[config.mk]
export PLATFORM = sky130hd
export DESIGN_NAME = ofm_tile_collector
export DESIGN_NICKNAME = d
export VERILOG_FILES = /design/src/rtl/ofm_tile_collector.sv
export SDC_FILE = /design/constraint.sdc
export NUM_CORES = 1
export LEC_CHECK = 0
export CELL_PAD_IN_SITES_DETAIL_PLACEMENT = 1
export CELL_PAD_IN_SITES_GLOBAL_PLACEMENT = 1
export CORE_MARGIN = 4
export CORE_UTILIZATION = 30
export DETAILED_ROUTE_END_ITERATION = 8
export PLACE_DENSITY_LB_ADDON = 0.1
export SETUP_SLACK_MARGIN = 0.05
export SLEW_MARGIN = 25
export SYNTH_ARGS = -nofsm -noshare
export SYNTH_HDL_FRONTEND = slang
export SYNTH_SLANG_ARGS = --single-unit
[constraint.sdc]
create_clock -name clk -period 4.25 [get_ports clk]
set_input_delay 0.6375 -clock clk [delete_from_list [all_inputs] [get_ports clk]]
set_output_delay 0.6375 -clock clk [all_outputs]
set_load 0.05 [all_outputs]
[src/rtl/ofm_tile_collector.sv]
// Collects tiled OFM beats (single or dual-row) and emits linear
// channel-major write addresses for a frame of C channels.
module ofm_tile_collector #(
    parameter int DATA_W = 25,
    parameter int TI     = 16,
    parameter int TW     = 4,
    parameter int TH     = 5,
    parameter int NB     = 13,
    parameter int C      = 8,
    parameter int ADDR_W = 16
) (
    input  logic              clk,
    input  logic              rst,
    input  logic              start,
    input  logic              p0_v,
    input  logic [DATA_W-1:0] p0_data,
    input  logic              p1_v,
    input  logic [DATA_W-1:0] p1_data,
    output logic              wr0_en,
    output logic [ADDR_W-1:0] wr0_addr,
    output logic [DATA_W-1:0] wr0_data,
    output logic              wr1_en,
    output logic [ADDR_W-1:0] wr1_addr,
    output logic [DATA_W-1:0] wr1_data,
    output logic              busy,
    output logic              ch_done,
    output logic              frame_done,
    output logic              err
);
    localparam int W  = TI * TW;
    localparam int H  = TH * NB;
    localparam int CW = (TI > 1) ? $clog2(TI) : 1;
    localparam int RW = (TH > 1) ? $clog2(TH) : 1;
    localparam int TWW = (TW > 1) ? $clog2(TW) : 1;
    localparam int BW = (NB > 1) ? $clog2(NB) : 1;
    localparam int HW = (C > 1) ? $clog2(C) : 1;

    typedef enum logic {IDLE, RUN} state_t;
    state_t state;

    logic [CW-1:0]  col;
    logic [RW-1:0]  rib;
    logic [TWW-1:0] tile;
    logic [BW-1:0]  band;
    logic [HW-1:0]  chan;

    logic [31:0] lin;
    logic [31:0] lin1;
    logic [31:0] rib_sum;
    logic        dual;
    logic        col_wrap;
    logic        rib_wrap;
    logic        tile_wrap;
    logic        band_wrap;
    logic        chan_wrap;

    always_comb begin
        lin = 32'(chan) * 32'(H * W)
            + (32'(band) * 32'(TH) + 32'(rib)) * 32'(W)
            + 32'(tile) * 32'(TI) + 32'(col);
        lin1 = lin + 32'(W);
        // A dual beat in the last row of a band has nowhere to put row h+1
        dual = p1_v && (32'(rib) != 32'(TH - 1));
        rib_sum = 32'(rib) + (dual ? 32'd2 : 32'd1);
        col_wrap  = 32'(col) == 32'(TI - 1);
        rib_wrap  = rib_sum >= 32'(TH);
        tile_wrap = 32'(tile) == 32'(TW - 1);
        band_wrap = 32'(band) == 32'(NB - 1);
        chan_wrap = 32'(chan) == 32'(C - 1);
    end

    always_ff @(posedge clk or posedge rst) begin
        if (rst) begin
            state      <= IDLE;
            col        <= '0;
            rib        <= '0;
            tile       <= '0;
            band       <= '0;
            chan       <= '0;
            wr0_en     <= 1'b0;
            wr0_addr   <= '0;
            wr0_data   <= '0;
            wr1_en     <= 1'b0;
            wr1_addr   <= '0;
            wr1_data   <= '0;
            busy       <= 1'b0;
            ch_done    <= 1'b0;
            frame_done <= 1'b0;
            err        <= 1'b0;
        end else begin
            wr0_en     <= 1'b0;
            wr1_en     <= 1'b0;
            ch_done    <= 1'b0;
            frame_done <= 1'b0;
            if (start) begin
                state <= RUN;
                busy  <= 1'b1;
                err   <= 1'b0;
                col   <= '0;
                rib   <= '0;
                tile  <= '0;
                band  <= '0;
                chan  <= '0;
            end else if (state == RUN) begin
                if (p0_v) begin
                    wr0_en   <= 1'b1;
                    wr0_addr <= lin[ADDR_W-1:0];
                    wr0_data <= p0_data;
                    if (dual) begin
                        wr1_en   <= 1'b1;
                        wr1_addr <= lin1[ADDR_W-1:0];
                        wr1_data <= p1_data;
                    end else if (p1_v) begin
                        err <= 1'b1;
                    end
                    if (col_wrap) begin
                        col <= '0;
                        if (rib_wrap) begin
                            rib <= '0;
                            if (tile_wrap) begin
                                tile <= '0;
                                if (band_wrap) begin
                                    band    <= '0;
                                    ch_done <= 1'b1;
                                    if (chan_wrap) begin
                                        chan       <= '0;
                                        frame_done <= 1'b1;
                                        state      <= IDLE;
                                        busy       <= 1'b0;
                                    end else begin
                                        chan <= chan + 1'b1;
                                    end
                                end else begin
                                    band <= band + 1'b1;
                                end
                            end else begin
                                tile <= tile + 1'b1;
                            end
                        end else begin
                            rib <= RW'(rib_sum);
                        end
                    end else begin
                        col <= col + 1'b1;
                    end
                end else if (p1_v) begin
                    err <= 1'b1;
                end
            end
        end
    end
endmodule

* Word level (Yosys, flattened, before mapping) *
Index checks and enable logic that the tools add are counted.

cells by class
  $add $sub $neg = 10
  $mul = 2
  $lt $le $gt $ge = 1
  eq/ne operators = 6
  mux-type cells = 74
  bitwise gates (word level) = 1
  reductions and logical operators = 17

operators by type and width
  cell                     number
  $mux W4                  11
  $mux W1                  43
  $mux W3                  13
  $add A16 B14 Y16         1
  $add A16 B4 Y16          1
  $add A16 B6 Y16          1
  $add A16 B7 Y16 const B  1
  $mux W2                  7
  $reduce_bool A2 Y1       7
  $mul A3 B7 Y10 const B   1
  $add A4 B1 Y4 const B    2
  $add A7 B3 Y8            1
  $eq A4 B4 Y1 const B     2
  $reduce_and A4 Y1        2
  $mul A4 B3 Y7 const B    1
  $reduce_and A7 Y1        1
  $ne A3 B3 Y1 const B     2
  $reduce_and A3 Y1        2
  $reduce_and A6 Y1        1
  $reduce_and A5 Y1        1
  $add A3 B2 Y4            1
  $ge A4 B3 Y1 const B     1
  $reduce_and A2 Y1        2
  $add A3 B1 Y3 const B    1
  other kinds (5)          5

storage, ports and cells
  register bits = 105
  input bits = 55
  output and inout bits = 88
  word-level logic and storage cells = 127

* Logic depth before layout (Yosys ltp) *
  depth after elaboration = 10
  mapped depth = 13
  depth with buffers taken out = 13

* Worst setup path before layout *
Ideal clock, no wire load.

  path kind = flip-flop to flip-flop
  start = register band[0]
  end = register wr1_addr[14]
  setup time = 0.095 ns
  arrival time = 3.146 ns
  required time = 4.155 ns
  slack = 1.008 ns
  stages on the path, launching flop included = 11
  buffers on the path = 0
  clock period less this slack = 3.242 ns
  path through = dfrtp_1 ha_1 ha_1 fa_1 ha_1 a21oi_1 nor4_1 xnor2_1 nand3_1 o31a_1 o31ai_1

on the way
  cells in the longest elaborated chain, start to end = 6

ends and longest elaborated chain
  element                 RTL line  source
  from (decl)             44        logic [BW-1:0] band;
  from (signal assigned)  134       band <= band + 1'b1;
  $mul A4 B3 Y7           59        + (32'(band) * 32'(TH) + 32'(rib)) * 32'(W)
  $add A7 B3 Y8           59
  $add A16 B14 Y16        59
  $add A16 B6 Y16         60        + 32'(tile) * 32'(TI) + 32'(col);
  $add A16 B4 Y16         60
  $add A16 B7 Y16         61        lin1 = lin + 32'(W);
  to (signal assigned)    111       wr1_addr <= lin1[ADDR_W-1:0];
  to (decl)               23        output logic [ADDR_W-1:0] wr1_addr,

Every way passes these cells.
A chain may end at the register's enable or synchronous reset.

* Worst setup path after layout *
  start = register band[1]
  end = register wr1_addr[14]

Same word-level chain as after synthesis.

==> impl_results.md <==
- DR WL/cell: 16.2 um
- NumNets Final: 745
- I/O pins: 143
- WS Path Type: register to register
- Static Leak: 3.22 nW
- Worst setup SP type: register
- Initial DRC Count: 173
- CTS buffer count: 9
- Asr flop ratio synth: 100%
- Register Area: 2630 um2
- Worst-skew pair later-pin latency: 0.35 ns
- Routed Antenna Nets: 0
- Proportion of synthesized area in mux cells: 1.04%
- Core Util, Final: 43.0%
- Fmax: 281 MHz
- Clk pwr share: 31.0%
- CTS Sinks: 105
- HP Start: wr1_addr[0]$_DFFE_PP0P_
- Core ar.: 15800 um2
- Worst-margin pin slew: 0.640 ns
- Largest family of logic cells by synthesized area: simple AND/OR/NAND/NOR gates
- Number of synthesized flops with an enable pin: 0
- Syn Nets: 605
- Antenna violations before repair: 0
- Yosys top cell by area: dfrtp_1
- Hold Worst Slack: 0.472 ns
- Slew Viols, Final: 0
- Layout cells sized above 1: 4.06%
- Residual DRC: 0
- Crit path arrival time: 3.82 ns
- Area contributors post-synth: dfrtp_1 54%, nand2_1 18%, ha_1 6.5%
- R2R setup slack: 0.69 ns
- Netlist cell types: 43
- Setup tns final: 0 ns
- Post-synthesis register bit count: 105
- Clock buffer depth: 2
- Compound-gate portion of the synthesized area: 6.21%
- Cells after synthesis: 522
- CP top delay family: adder cells
- Routed vias/inst: 4.52
- Final hold vios: 0
- Core Rows: 46
- Period utilisation layout: 83.8%
- Register-to-Register Path Depth: 13
- Sw Share: 33.8%
- Post-Route WL: 14300 um
- Pint: 1.87 mW
- Worst hold stages: 2
- CTS clock-pin slew for the worst setup and hold paths: 0.07 ns
- Worst path most repeated cell: ha_1
- Gr ovfl total: 0
- H-Tree Depth: 3
- Worst R2R Start: band[1]$_DFFE_PP0P_
- FF-to-FF End: wr1_addr[14]$_DFFE_PP0P_
- Die Area: 18200 um2
- Most numerous cell in the Yosys netlist: nand2_1
- RD Place Congestion: 0.825
- Post-Synth XOR/XNOR Area: 4.38%
- DIE WIDTH: 135 um
- Area of the multi-input gates: 2090 um2
- Area share of the largest cell type after synthesis: 54.4%
- CP max stage delay: 0.45 ns
- Post-synthesis simple-gate area fraction: 23.8%
- Unrepaired setup endpoints after global routing: false
- Yosys warns: 0
- Final Critical Period: 3.56 ns
- Cell Area, Synth: 4830 um2
- Final setup fails: 0
- Vias: 3982
- Seq pwr share: 41.0%
- Worst VDD drop: 0.174 mV
- Post-Synth Adder-Cell Area: 7.72%
- Worst setup EP type: register
- Syn_area_per_cell: 9.26 um2
- Initial Util: 30.5%
- Worst path bufs/invs: 0
- Max-cap viol count: 0
- Relative slew margins: 57.2%
- Slowest CP cell: dfrtp_1
- Peak fanout along the critical path: 6
- Total track usage: 16.0%
- Root Buffer: clkbuf_16
- WP data required: 4.51 ns
- N_diodes: 0
- Clk_skew: 0.00619 ns
- Layout area overhead: 40.9%
- Hold Path End: wr1_addr[0]$_DFFE_PP0P_
- Post-DP HPWL: 10400 um
- Die Y: 135 um
- Largest net degree at the start of global routing: 106
- Setup bufs post-CTS: 0
- Post-CTS Resized: 0
- Register area share after synthesis: 54.4%
- First-pass iteration count of the detailed router: 4
- Combinational share of power: 28.0%
- Crit-path cells: ha_1 -> ha_1 -> ha_1 -> a21oi_1 -> a21oi_1 -> o21ai_0 -> nand2b_1 -> ha_1 -> nor3b_1 -> a31oi_1 -> xor2_1 -> o31a_1 -> o31ai_1
- Ys flop type: dfrtp_1
- CTS Hold Bufs: 0
- Top cells by count, synth: 232 x nand2_1, 105 x dfrtp_1, 25 x ha_1
- CTS tree: yes
- First-pass GRT wire length: 23000 um
- Switch Pwr: 0.953 mW
- Pwr dens: 415 nW/um2
- Status: finished clean
- Vias in the first global route: 4244
- Fillers: 1807
- Worst hold path type: register to register
- PortBufs: 142
-- cell families after synthesis --
logic type / Yosys count
xor gates and xnor gates: 22
buffers and inverters: 30
adders and majority gates: 28
AOI/OAI and AO/OA: 47
muxes: 5
and+or+nand+nor: 285
DFF: 105
-- worst register-to-register path, delay by kind of cell, from the launching register on --
kind	cells	cell delay [ns]
flops	1	0.45
simple gates	2	0.31
fa+ha+maj	4	1.37
xor+xnor	1	0.23
compound gates	6	1.13
-- flip-flops by register name (all words and copies together) (netlist names) --
signal / count
rib: 3
frame_done: 1
band: 4
busy: 1
wr1_data: 25
tile: 2
state: 1
wr0_data: 25
wr0_en: 1
err: 1
col: 4
chan: 3
wr1_en: 1
ch_done: 1
wr0_addr: 16
wr1_addr: 16
-- how the worst max path moves through the flow --
stage | startpoint | endpoint | slack [ns] | depth (start not counted)
after floorplan | rst | band[0]$_DFFE_PP0P_ | 0.85 | 1
after global placement | band[1]$_DFFE_PP0P_ | wr1_addr[14]$_DFFE_PP0P_ | 0.77 | 13
after detailed placement | band[1]$_DFFE_PP0P_ | wr1_addr[14]$_DFFE_PP0P_ | 0.70 | 13
after CTS | band[1]$_DFFE_PP0P_ | wr1_addr[14]$_DFFE_PP0P_ | 0.67 | 13
after global routing | band[1]$_DFFE_PP0P_ | wr1_addr[14]$_DFFE_PP0P_ | 0.44 | 13
final | band[1]$_DFFE_PP0P_ | wr1_addr[14]$_DFFE_PP0P_ | 0.69 | 13
-- cell usage in the layout (no fill, tap or decap), types with 2 or more instances in the layout --
| cell type | count |
|---|---|
| xnor2_1 | 15 |
| dfrtp_1 | 105 |
| xor2_1 | 6 |
| nand3_1 | 11 |
| nand4_1 | 2 |
| nand2_1 | 232 |
| buf_4 | 5 |
| clkinv_1 | 2 |
| a22o_1 | 2 |
| nor3_1 | 7 |
| ha_1 | 25 |
| clkbuf_1 | 2 |
| inv_1 | 8 |
| nand2b_1 | 2 |
| clkbuf_16 | 9 |
| nor2_1 | 17 |
| clkdlybuf4s50_1 | 142 |
| mux2i_1 | 5 |
| bufinv_16 | 2 |
| nor4_1 | 4 |
| o21ai_0 | 19 |
| a31oi_1 | 2 |
| fa_1 | 3 |
| a21o_1 | 3 |
| nand3b_1 | 2 |
| a21oi_1 | 11 |
-- through the flow --
step	setup WS, ns	instances	total power, mW	instance area, um2
floorplan	0.852	522	1.65	4830
global placement	0.772	867	1.96	6510
detailed placement	0.695	867	1.98	6510
CTS	0.674	881	2.88	6810
global route	0.435	881	2.97	6810
finish	0.689	881	2.82	6810
-- power by group through the flow --
stage | clock network [mW] | logic (mW) | registers (mW)
after floorplan | 0 | 0.135 | 1.52
after global placement | 0 | 0.790 | 1.17
after global routing | 0.962 | 0.836 | 1.17
after CTS | 0.915 | 0.802 | 1.16
after detailed placement | 0 | 0.800 | 1.18
final | 0.876 | 0.790 | 1.16
-- per-layer routing --
| metal | track usage (%) | vias up | routed length, um | share of wire, % |
|---|---|---|---|---|
| li1 | - | 1966 | - | - |
| met1 | 21.0 | 1921 | 6530 | 46 |
| met2 | 26.7 | 80 | 6940 | 49 |
| met3 | 3.54 | 15 | 624 | 4.4 |
| met4 | 4.41 | 0 | 177 | 1.2 |
| met5 | 0 | - | 0 | 0 |
-- area by class of cell --
cell class | count | area share [%]
flip-flops and latches | 105 | 38.6
multi-input cells | 387 | 30.7
repair buffers | 148 | 21.7
well taps | 216 | 3.97
clock buffers | 11 | 3.42
clock inverters | 3 | 0.992
inverters | 11 | 0.643
(Power assumes the default switching activity.)
